==> config.mk <==
export PLATFORM = sky130hd
export DESIGN_NAME = dmem_arbiter
export DESIGN_NICKNAME = d
export VERILOG_FILES = /design/src/rtl/dmem_arbiter.sv
export SDC_FILE = /design/constraint.sdc
export NUM_CORES = 1
export LEC_CHECK = 0
export ABC_CLOCK_PERIOD_IN_PS = 2500
export CAP_MARGIN = 20
export CORE_MARGIN = 8
export CORE_UTILIZATION = 33
export DETAILED_ROUTE_END_ITERATION = 10
export GPL_TIMING_DRIVEN = 0
export MAX_ROUTING_LAYER = met4
export PLACE_DENSITY_LB_ADDON = 0.1
export SLEW_MARGIN = 5
export SYNTH_ARGS = -nofsm -noshare
export SYNTH_HDL_FRONTEND = slang
export SYNTH_SLANG_ARGS = --single-unit
==> constraint.sdc <==
create_clock -name clk -period 2.5 [get_ports clk]
set_input_delay 0.375 -clock clk [delete_from_list [all_inputs] [get_ports clk]]
set_output_delay 0.375 -clock clk [all_outputs]
set_load 0.01 [all_outputs]
==> src/rtl/dmem_arbiter.sv <==
// rtl/dmem_arbiter.sv - core/loader arbiter for the single-port data memory
// Core wins contested cycles until the streak counter forces one loader grant.
module dmem_arbiter #(
  parameter int AW           = 32,
  parameter int DW           = 32,
  parameter int RD_LAT       = 1,
  parameter int STARVE_LIMIT = 4
) (
  input  logic          clk,
  input  logic          rst,
  input  logic          c_req,
  input  logic          c_we,
  input  logic [AW-1:0] c_addr,
  input  logic [DW-1:0] c_wdata,
  output logic          c_gnt,
  output logic          c_rvalid,
  output logic [DW-1:0] c_rdata,
  input  logic          l_req,
  input  logic          l_we,
  input  logic [AW-1:0] l_addr,
  input  logic [DW-1:0] l_wdata,
  output logic          l_gnt,
  output logic          l_rvalid,
  output logic [DW-1:0] l_rdata,
  output logic          m_en,
  output logic          m_we,
  output logic [AW-1:0] m_addr,
  output logic [DW-1:0] m_wdata,
  input  logic [DW-1:0] m_rdata,
  output logic          busy
);

  typedef enum logic [1:0] {IDLE, WAIT, RESP} state_t;

  localparam int CW = (RD_LAT > 1) ? $clog2(RD_LAT) : 1;
  localparam int SW = $clog2(STARVE_LIMIT + 1);
  localparam logic [CW-1:0] CLAST = CW'(RD_LAT - 1);
  localparam logic [SW-1:0] SLIM  = SW'(STARVE_LIMIT);

  state_t        state, nxt;
  logic [CW-1:0] cnt;
  logic [SW-1:0] streak;
  logic          owner_l;
  logic          pick_c, pick_l, win_we;
  logic [AW-1:0] win_addr;
  logic [DW-1:0] win_wdata;

  always_comb begin
    pick_c    = 1'b0;
    pick_l    = 1'b0;
    nxt       = state;
    // Grants are masked during reset so nothing leaks out while rst is low.
    if (rst && state != WAIT) begin
      if (c_req && (!l_req || streak != SLIM)) pick_c = 1'b1;
      else if (l_req)                          pick_l = 1'b1;
    end
    win_we    = pick_l ? l_we    : c_we;
    win_addr  = pick_l ? l_addr  : c_addr;
    win_wdata = pick_l ? l_wdata : c_wdata;
    case (state)
      WAIT:    if (cnt == CLAST) nxt = RESP;
      default: begin
        if ((pick_c || pick_l) && !win_we) nxt = WAIT;
        else                               nxt = IDLE;
      end
    endcase
    c_gnt    = pick_c;
    l_gnt    = pick_l;
    m_en     = pick_c | pick_l;
    m_we     = m_en & win_we;
    m_addr   = m_en ? win_addr  : '0;
    m_wdata  = m_en ? win_wdata : '0;
    busy     = (state == WAIT);
    c_rvalid = (state == RESP) && !owner_l;
    l_rvalid = (state == RESP) &&  owner_l;
  end

  always_ff @(posedge clk or negedge rst) begin
    if (!rst) begin
      state   <= IDLE;
      cnt     <= '0;
      streak  <= '0;
      owner_l <= 1'b0;
      c_rdata <= '0;
      l_rdata <= '0;
    end else begin
      state <= nxt;
      if ((pick_c || pick_l) && !win_we) begin
        owner_l <= pick_l;
        cnt     <= '0;
      end else if (state == WAIT) begin
        cnt <= cnt + CW'(1);
        if (cnt == CLAST) begin
          if (owner_l) l_rdata <= m_rdata;
          else         c_rdata <= m_rdata;
        end
      end
      if (pick_l)                                streak <= '0;
      else if (pick_c && l_req && streak != SLIM) streak <= streak + SW'(1);
    end
  end

endmodule

==> flow_summary.json <==
{
  "ir_drop_v": 0.0008178,
  "place_congestion": 0.8676,
  "avgSynthCellArea_um2": 9.599,
  "synth_edf_count": 0,
  "drtIter0Drc": 202,
  "cap_violations": 0,
  "routed_via_density": 4.888,
  "finalCritPeriodShare_pct": 102.3,
  "vias": 4287,
  "ys.flop_type": "dfrtp_1",
  "clockRootBuffer": "clkbuf_16",
  "cts_buffer_depth": 2,
  "path_class": "register to output port",
  "period_needed_ns": 2.557,
  "seqCellArea_mm2": 0.001777,
  "required_ns": 2.12,
  "dpl.hpwl_mm": 13.74,
  "cellPowerDensity_mw_per_mm2": 864.9,
  "synthSimpleGateAreaFrac_pct": 16.15,
  "finalPower_mw": 6.740,
  "cts_num_sinks": 71,
  "io_buffers": 300,
  "netlist_top_cells_area": "dfrtp_1, mux2_2, nand2_1",
  "pin_count": 301,
  "tns_ns": -0.5264,
  "placed_cells": 837,
  "synth.top_cell.area_share_pct": 47.10,
  "grt_pass1_wl_mm": 25.44,
  "clock-skew-final_ns": 0.006058,
  "crit_fanout": 5,
  "drcViolationCount": 0,
  "die_area_mm2": 0.01511,
  "grt_pass1_vias": 4405,
  "crit_path_end_kind": "output port",
  "start_kind": "register",
  "yosysWarnings": 0,
  "worst_hold_path_type": "input pin to asynchronous set/reset pin",
  "wire_per_inst_um": 20.86,
  "leakagePower_nw": 3.575,
  "drive_gt1_share_pct": 38.96,
  "seq_area_frac_synth_pct": 47.10,
  "row_count": 39,
  "syn_nets": 561,
  "initial_core_util_pct": 33.47,
  "num_antenna_cells": 0,
  "fillers": 866,
  "grt_overflow": 0,
  "hold_violations": 0,
  "clock_latency_ns": 0.33,
  "die_h_um": 122.9,
  "synth_cells": 393,
  "yosys.area.top_type": "dfrtp_1",
  "clkSlewWorstSetupHoldPaths_ns": 0.06,
  "final_common_cell": "clkdlybuf4s50_1",
  "ys_ff_latch": 71,
  "finalWorstSetupSlack_ns": -0.05683,
  "core_region_area_mm2": 0.01127,
  "muxShareOfSynthArea_pct": 19.37,
  "status": "complete, but fails checks",
  "synth_compound_area_share_pct": 11.01,
  "synthAdderAreaFrac_pct": 0.6633,
  "grtUsageTotal_pct": 22.73,
  "maxSlewViolCount": 0,
  "multiInputGateArea_mm2": 0.002142,
  "synth-xor-area-share_pct": 0.2322,
  "wl_mm": 18.29,
  "cts_buffers": 9,
  "hold_ws_ns": 0.07102,
  "mostFrequentLayoutCells": "clkdlybuf4s50_1, nand2_1, dfrtp_1, buf_2, mux2_2",
  "relSlewSlack_pct": 40.88,
  "htree_levels": 3,
  "cts_tree": "yes",
  "grt_max_degree": 32,
  "first_pass_iters": 5,
  "synth_cell_types": 35,
  "fp.dieW_um": 122.9,
  "areaGrowthSynthToFinish_pct": 106.6,
  "fmax_ghz": 0.3911,
  "violations": "negative setup slack",
  "syn_area_mm2": 0.003772,
  "synth_top_family_by_area": "multiplexers",
  "ant_nets": 0,
  "synth-async-reset-ratio_pct": 100.0,
  "rsz0062_at_grt": "yes",
  "worstMarginPinSlew_ns": 0.8840,
  "nets": 897,
  "worstPathArrival_ns": 2.18,
  "place_ws_ns": -0.8249,
  "fin_cells": 877,
  "setup_viol": 24,
  "antenna_found_initial": 0
}
[flip-flops by register name, indices dropped and copies added (netlist names)]
signal,count
state,2
owner_l,1
streak,3
c_rdata,32
cnt,1
l_rdata,32
[layout make-up]
class | instances | share of cell area, %
inverter | 5 | 0.3372
clock inverter | 6 | 1.172
buffer | 29 | 3.163
tap | 143 | 2.296
clock buffer | 10 | 3.067
timing repair buffer | 325 | 39.68
multi-input combinational | 288 | 27.49
sequential | 71 | 22.80
[power by group]
| group | internal (mW) | switching, mW |
|---|---|---|
| clock | 0.905 | 0.493 |
| sequential | 1.71 | 0.303 |
| combinational | 1.97 | 1.35 |
[cell usage after synthesis, types with 2 or more instances]
master / count
a21oi_1: 55
inv_1: 3
dfrtp_1: 71
mux2_2: 63
buf_8: 2
buf_2: 14
o21ai_0: 3
ha_1: 2
nor2_1: 5
buf_6: 5
nand2_1: 122
clkbuf_1: 7
nand2_2: 10
a21oi_2: 10
[critical path: stages, from the launching register on]
cell and delay (ns):
dfrtp_1 0.39, inv_2 0.08, ha_4 0.13, a21boi_1 0.05, or3_1 0.32, buf_6 0.15
inv_8 0.06, buf_12 0.13, buf_8 0.14, buf_6 0.10, nand2_2 0.04, a21oi_2 0.12
buf_2 0.15
[through the flow]
stage / instance area, um2 / utilization (%)
6_report: 7792 / 69.13
4_1_cts: 7316 / 64.90
2_1_floorplan: 3772 / -
3_3_place_gp: 6954 / 61.69
5_1_grt: 7792 / 69.13
3_5_place_dp: 6972 / 61.85
[layer usage]
metal | track usage [%] | vias up | wire length [um]
li1 | - | 1990 | -
met1 | 24.85 | 2071 | 6348
met2 | 38.29 | 196 | 9621
met3 | 7.900 | 30 | 1926
met4 | 6.855 | 0 | 395
met5 | - | - | 0
[worst paths after layout]
kind                              from           to  slack, ns  depth (start not counted)
setup / recovery             streak[0]   m_addr[20]      -0.06                         12
hold / removal                     rst  c_rdata[24]       0.07                          3
setup reg to reg              state[1]  c_rdata[11]       0.46                          5
hold reg to reg            l_rdata[15]  l_rdata[15]       0.49                          1
max in group asynchronous          rst      owner_l       1.11                          3
min in group clk                 c_req    streak[0]       0.45                          3
[kinds of logic after synthesis]
kind of cell	after synthesis
AO/OA/AOI/OAI	73
buffers and inverters	34
XOR/XNOR	1
flip-flops	71
AND/OR/NAND/NOR	147
multiplexers	65
adder cells (fa/ha/maj)	2
[repair_timing]
item,CTS,global route
hold buffers,3,0
gates resized for setup,301,102
pin swaps,3,53
endpoints found under the setup margin,67,65
cloned,4,3
hold endpoints to repair,31,0
buffers inserted,9,5
(Power assumes the default switching activity.)
==> RTL change 1 (same settings) <==
`DW`: 32 -> 64.
--- a/src/rtl/dmem_arbiter.sv
+++ b/src/rtl/dmem_arbiter.sv
@@ -4,3 +4,3 @@
   parameter int AW           = 32,
-  parameter int DW           = 32,
+  parameter int DW           = 64,
   parameter int RD_LAT       = 1,
Interface: changed (6 resized); port bits go from 301 to 493. The function was not compared with the original's and may differ.
==> RTL change 1 against the unedited design <==
- sequential cell count up 64
- clock skew up 0.0031 ns
- die area up 90%
- highest routed layer unchanged
- register-to-register slack worse by 0.07 ns
- global-route usage up 1.8 points
- worst setup slack better by 0.11 ns
- synthesized area up 110%
- power up 120%
- wire length up 96%
- final area up 78%
==> RTL change 1: results (changes against the unedited design) <==
Critical path
  – CP max stage delay: 0.40 ns
  – Crit path max fanout: 10 (+5)
  – Arrival time worst endpoint: 2.08 ns (-0.10 ns)
  – Critical path launch point: streak[1]
  – Critical path's top delay family: buffers and inverters
  – Slowest-stage cell, CP: dfrtp_1
  – Terminus of the critical flop-to-flop path: c_rdata[5]
  – Reg2reg setup slack: 0.39 ns (-0.07 ns)
  – Reg2Reg Depth: 6 (+1)
  – Critical path endpoint: m_addr[22]
  – Worst r2r src: state[1]

Timing
  – Setup WS post-layout: 0.0488 ns (+0.106 ns)
  – Slew HR: 54.8% (+14 points)
  – Hold Worst Slack: 0.0360 ns (-0.0350 ns)
  – Setup Skew: 0.00911 ns (+0.00305 ns)

Logic synthesis
  – Top_reg_cell synth: dfrtp_1
  – Sequential area share after synthesis: 43.5% (-3.6 points)
  – Post-synth ARST share: 100% (unchanged)
  – Yosys Warn Count: 0 (unchanged)
  – Syn_nets: 949 (+69%)
  – Post-synth top cells: dfrtp_1 (135), nand4_1 (98), o31ai_1 (98), a21oi_1 (97), mux2_4 (60)
  – Synth top area cells: dfrtp_1 (44%), mux2_4 (12%), o31ai_1 (9.5%)
  – Count of unique library cells instantiated by Yosys: 34 (-2.9%)
  – Syn Inst Count: 685 (+74%)

Global routing
  – Vias in the first global route: 8231 (+87%)
  – Antenna violations before repair: 4 (+4)
  – Total track usage: 24.5% (+1.8 points)
  – Largest net degree at the start of global routing: 91 (+180%)
  – First-pass GRT wire length: 51800 microns (+100%)

Place
  – PortBufs: 492 (+64%)
  – Placed Area: 13100 sq um (+88%)
  – Post-Place Setup Slack: -0.599 ns (+0.226 ns)
  – Post-Place Cells: 1497 (+79%)
  – GP Congestion: 0.922 (+6.2%)
  – HPWL Detailed: 28200 microns (+110%)

Outcome
  – Status: finished, final reports clean

Drt
  – Initial drt markers: 559 (+180%)
  – Via density per instance: 5.22 (+6.8%)
  – Routed WL per cell: 23.2 microns (+11%)
  – Drt pass-1 iters: 5 (unchanged)
  – Total Routed Length: 35900 microns (+96%)
  – DRT antenna net count: 0 (unchanged)

Cells and area
  – Largest registers: c_rdata x64, l_rdata x64, streak x3
  – Final #Nets: 1475 (+64%)
  – FILL cells: 2036 (+140%)
  – Share of layout cells above drive strength 1: 28.7% (-10 points)

Clocking
  – CTS H-tree depth: 4 (+1)
  – Worst-path clk slew: 0.06 ns (about the same)
  – CTS buffer count: 17 (+8)
  – Clk_lat worst skew: 0.40 ns (+0.07 ns)
  – CTS max path bufs: 2 (unchanged)
  – Root Driver: clkbuf_16

Power
  – LEAKAGE: 5.63 nW (+58%)
  – VDD IR max: 450 uV (-45%)

Hold path
  – Worst hold path type: in2async
## RTL change 1: changes by cell type after synthesis, moves of 27 or more
cell / change
a21oi_1: +42
mux2_4: +60
nand4_1: +97
nand2_1: -119
clkbuf_1: +27
dfrtp_1: +64
o31ai_1: +97
## RTL change 1: per-layer routing
metal  share of wire [%]  vias to the layer above  track usage (%)
li1                    -                     3726                -
met1                  36                     3933             25.5
met2                  52                      368             43.2
met3                 8.7                       47             7.35
met4                 2.8                        0             8.93
met5                   0                        -                -
## RTL change 1: area by class of cell
type	count	area [sq um]	share of cell area, %
multi-input combinational	455	3880	28.1
tap	319	399	2.89
sequential	135	3380	24.4
inverter	5	18.8	0.136
clock buffer	19	433	3.13
antenna	4	10.0	0.0724
timing repair buffer	511	4790	34.6
buffer	86	744	5.38
clock inverter	13	173	1.25
## RTL change 1: timing repair
item	CTS	global route
resized for setup	351	91
pin swaps	12	12
hold buffers	2	0
setup buffers	10	5
endpoints found under the setup margin	101	86
gates cloned	0	1
hold endpoints to repair	46	0
## RTL change 1: power by group
| part | switching (mW) | internal [mW] |
|---|---|---|
| logic | 3.54 | 4.64 |
| registers | 0.608 | 3.32 |
| clock network | 0.987 | 1.58 |
## RTL change 1: logic make-up (layout without fill, tap and decap cells)
| family | after synthesis | in the layout | synth area share, % |
|---|---|---|---|
| AO/OA/AOI/OAI | 207 | 207 | 16.9 |
| adder cells (fa/ha/maj) | 2 | 2 | 0.322 |
| buffers and inverters | 95 | 634 | 8.14 |
| flip-flops | 135 | 135 | 43.5 |
| multiplexers | 128 | 128 | 21.5 |
| other | 0 | 4 | 0 |
| AND/OR/NAND/NOR | 118 | 118 | 9.69 |
==> RTL change 2 (same flow settings) <==
Without the edit above. The 3 states of `state_t` get a one-hot encoding in 3 bits.
--- a/src/rtl/dmem_arbiter.sv
+++ b/src/rtl/dmem_arbiter.sv
@@ -32,3 +32,3 @@
 
-  typedef enum logic [1:0] {IDLE, WAIT, RESP} state_t;
+  typedef enum logic [2:0] {IDLE = 3'b001, WAIT = 3'b010, RESP = 3'b100} state_t;
 
Behaviour: same outputs for any inputs over 4 cycles, from zero or initial values and one cycle with rst low; so few cycles prove little.
==> RTL change 2 against the unedited design <==
- wire length fell by 2.8%
- highest routed layer unchanged
- power fell by 21%
- synthesized area fell by 1.6%
- worst setup slack improved by 0.12 ns
- final area fell by 5.7%
- sequential cell count rose by 1
- hold slack got worse by 0.0083 ns
- clock skew rose by 0.0051 ns
- largest cell class unchanged
- die area fell by 1.4%
==> RTL change 2: results (changes against the unedited design) <==
Outcome
  – Status: finished, final reports clean

Logic synthesis
  – Count of unique library cells instantiated by Yosys: 34 (-2.9%)
  – Post-synth top cells: dfrtp_1 (71), o221a_2 (64), mux2_2 (63), buf_2 (10), clkbuf_1 (10)
  – Syn_nets: 440 (-22%)
  – Synth top area cells: dfrtp_1 (48%), o221a_2 (19%), mux2_2 (19%)
  – Sequential area share after synthesis: 48.6% (+1.5 points)

Cells and area
  – Cell area after layout: 7340 sq um (-5.7%)
  – Final #Nets: 770 (-14%)
  – Largest registers: c_rdata x32, l_rdata x32
  – Share of layout cells above drive strength 1: 40.9% (+1.9 points)

Global routing
  – Total track usage: 23.1% (+0.37 points)
  – GRT met3 Usage: 6.39% (-1.5 points)
  – Global route overflow: 0 (unchanged)
  – First-pass GRT wire length: 25400 microns (-0.33%)
  – Met2 Usage GRT: 39.7% (+1.4 points)
  – Vias in the first global route: 4135 (-6.1%)
  – Largest net degree at the start of global routing: 37 (+16%)
  – Met1 Usage GRT: 26.0% (+1.2 points)

Power
  – VDD IR max: 669 uV (-18%)
  – LEAKAGE: 3.13 nW (-12%)
  – Pint: 3.77 mW (-18%)

Clocking
  – Clk_lat worst skew: 0.33 ns (about the same)
  – Worst-path clk slew: 0.06 ns (about the same)

Critical path
  – Slowest-stage cell, CP: or3b_1
  – Reg2reg setup slack: 0.50 ns (+0.04 ns)
  – Arrival time worst endpoint: 2.06 ns (-0.12 ns)
  – Critical path launch point: state[0]

Timing
  – Setup Skew: 0.0111 ns (+0.00508 ns)
  – Worst slew pin tran: 0.434 ns (-0.450 ns)
  – Hold Worst Slack: 0.0627 ns (-0.00830 ns)

Place
  – GP Congestion: 0.892 (+2.9%)
  – Placed Area: 6910 sq um (-0.90%)
  – HPWL Detailed: 14000 microns (+2.0%)

Drt
  – Initial drt markers: 260 (+29%)
  – Vias: 3802 (-11%)
  – Drt pass-1 iters: 4 (-1)
  – Total Routed Length: 17800 microns (-2.8%)
[RTL change 2: changes by cell type in the layout (fill, tap and decap cells not counted), moves of 4 or more]
cell / delta
buf_6: +5
a21oi_1: -23
dlygate4sd2_1: +7
nand2_4: -22
o221a_2: +61
buf_4: -5
nand2_1: -85
nand2_2: -19
clkbuf_2: +15
inv_1: +4
clkdlybuf4s15_1: +11
a21oi_2: -40
buf_2: -32
[RTL change 2: layout make-up]
class,instances,area [sq um]
Inverter,6,25.0
Timing Repair Buffer,319,3000
Sequential cell,72,1800
Clock buffer,9,225
Fill cell,848,3590
Tap cell,140,175
Clock inverter,7,78.8
Multi-Input combinational cell,166,1780
Buffer,28,260
[RTL change 2: worst paths after layout]
check	end	depth (start not counted)
worst max-delay path	m_we	6
min in group clk	c_rdata[28]	1
max in group asynchronous	owner_l	3
worst max register to register	c_rdata[7]	6
worst min register to register	c_rdata[28]	1
worst min-delay path	l_rdata[24]	3
[RTL change 2: cells by family after synthesis]
logic type | after synthesis | share of synthesized area (%)
AO/OA/AOI/OAI | 75 | 21.8
flip-flops | 72 | 48.6
multiplexers | 66 | 20.0
buffers and inverters | 34 | 4.89
AND/OR/NAND/NOR | 23 | 4.11
adder cells (fa/ha/maj) | 2 | 0.674
[RTL change 2: repair_timing]
item                                   CTS  global route
pin swaps                                2             0
gates resized for setup                216            55
gates cloned                             1             0
endpoints found under the hold margin   36             0
setup endpoints to repair               68            68
setup buffers                            9             4
hold buffers                             4             0
[RTL change 2: through the flow]
step / instances / setup WS (ns) / utilization (%)
after global routing: 747 / -0.0152 / 67.2
after global placement: 712 / -3.20 / 63.0
after CTS: 743 / 0.00111 / 66.8
after detailed placement: 713 / -0.731 / 63.2
final: 747 / 0.0600 / 67.2
after floorplan: 272 / 0.489 / -
[RTL change 2: routing by layer]
| metal | part of all wire, % | vias to the layer above |
|---|---|---|
| met1 | 39 | 1856 |
| met3 | 7.9 | 15 |
| met5 | 0 | - |
| li1 | - | 1762 |
| met4 | 1.2 | 0 |
| met2 | 52 | 169 |
[RTL change 2: power by group through the flow]
| stage | Combinational [mW] | Sequential, mW | Clock [mW] |
|---|---|---|---|
| 6_report | 2.24 | 1.80 | 1.29 |
| 5_1_grt | 2.37 | 1.86 | 1.38 |
| 4_1_cts | 2.25 | 1.80 | 1.32 |
| 3_3_place_gp | 2.21 | 1.78 | 0 |
| 3_5_place_dp | 2.24 | 1.82 | 0 |
| 2_1_floorplan | 0.596 | 1.99 | 0 |
[RTL change 2: worst max-delay path: cells and delay by family (launching register included)]
family	cells	cell delay [ns]
flops	1	0.37
mux	1	0.32
compound gates	1	0.07
simple gates	1	0.39
buf+inv	3	0.59
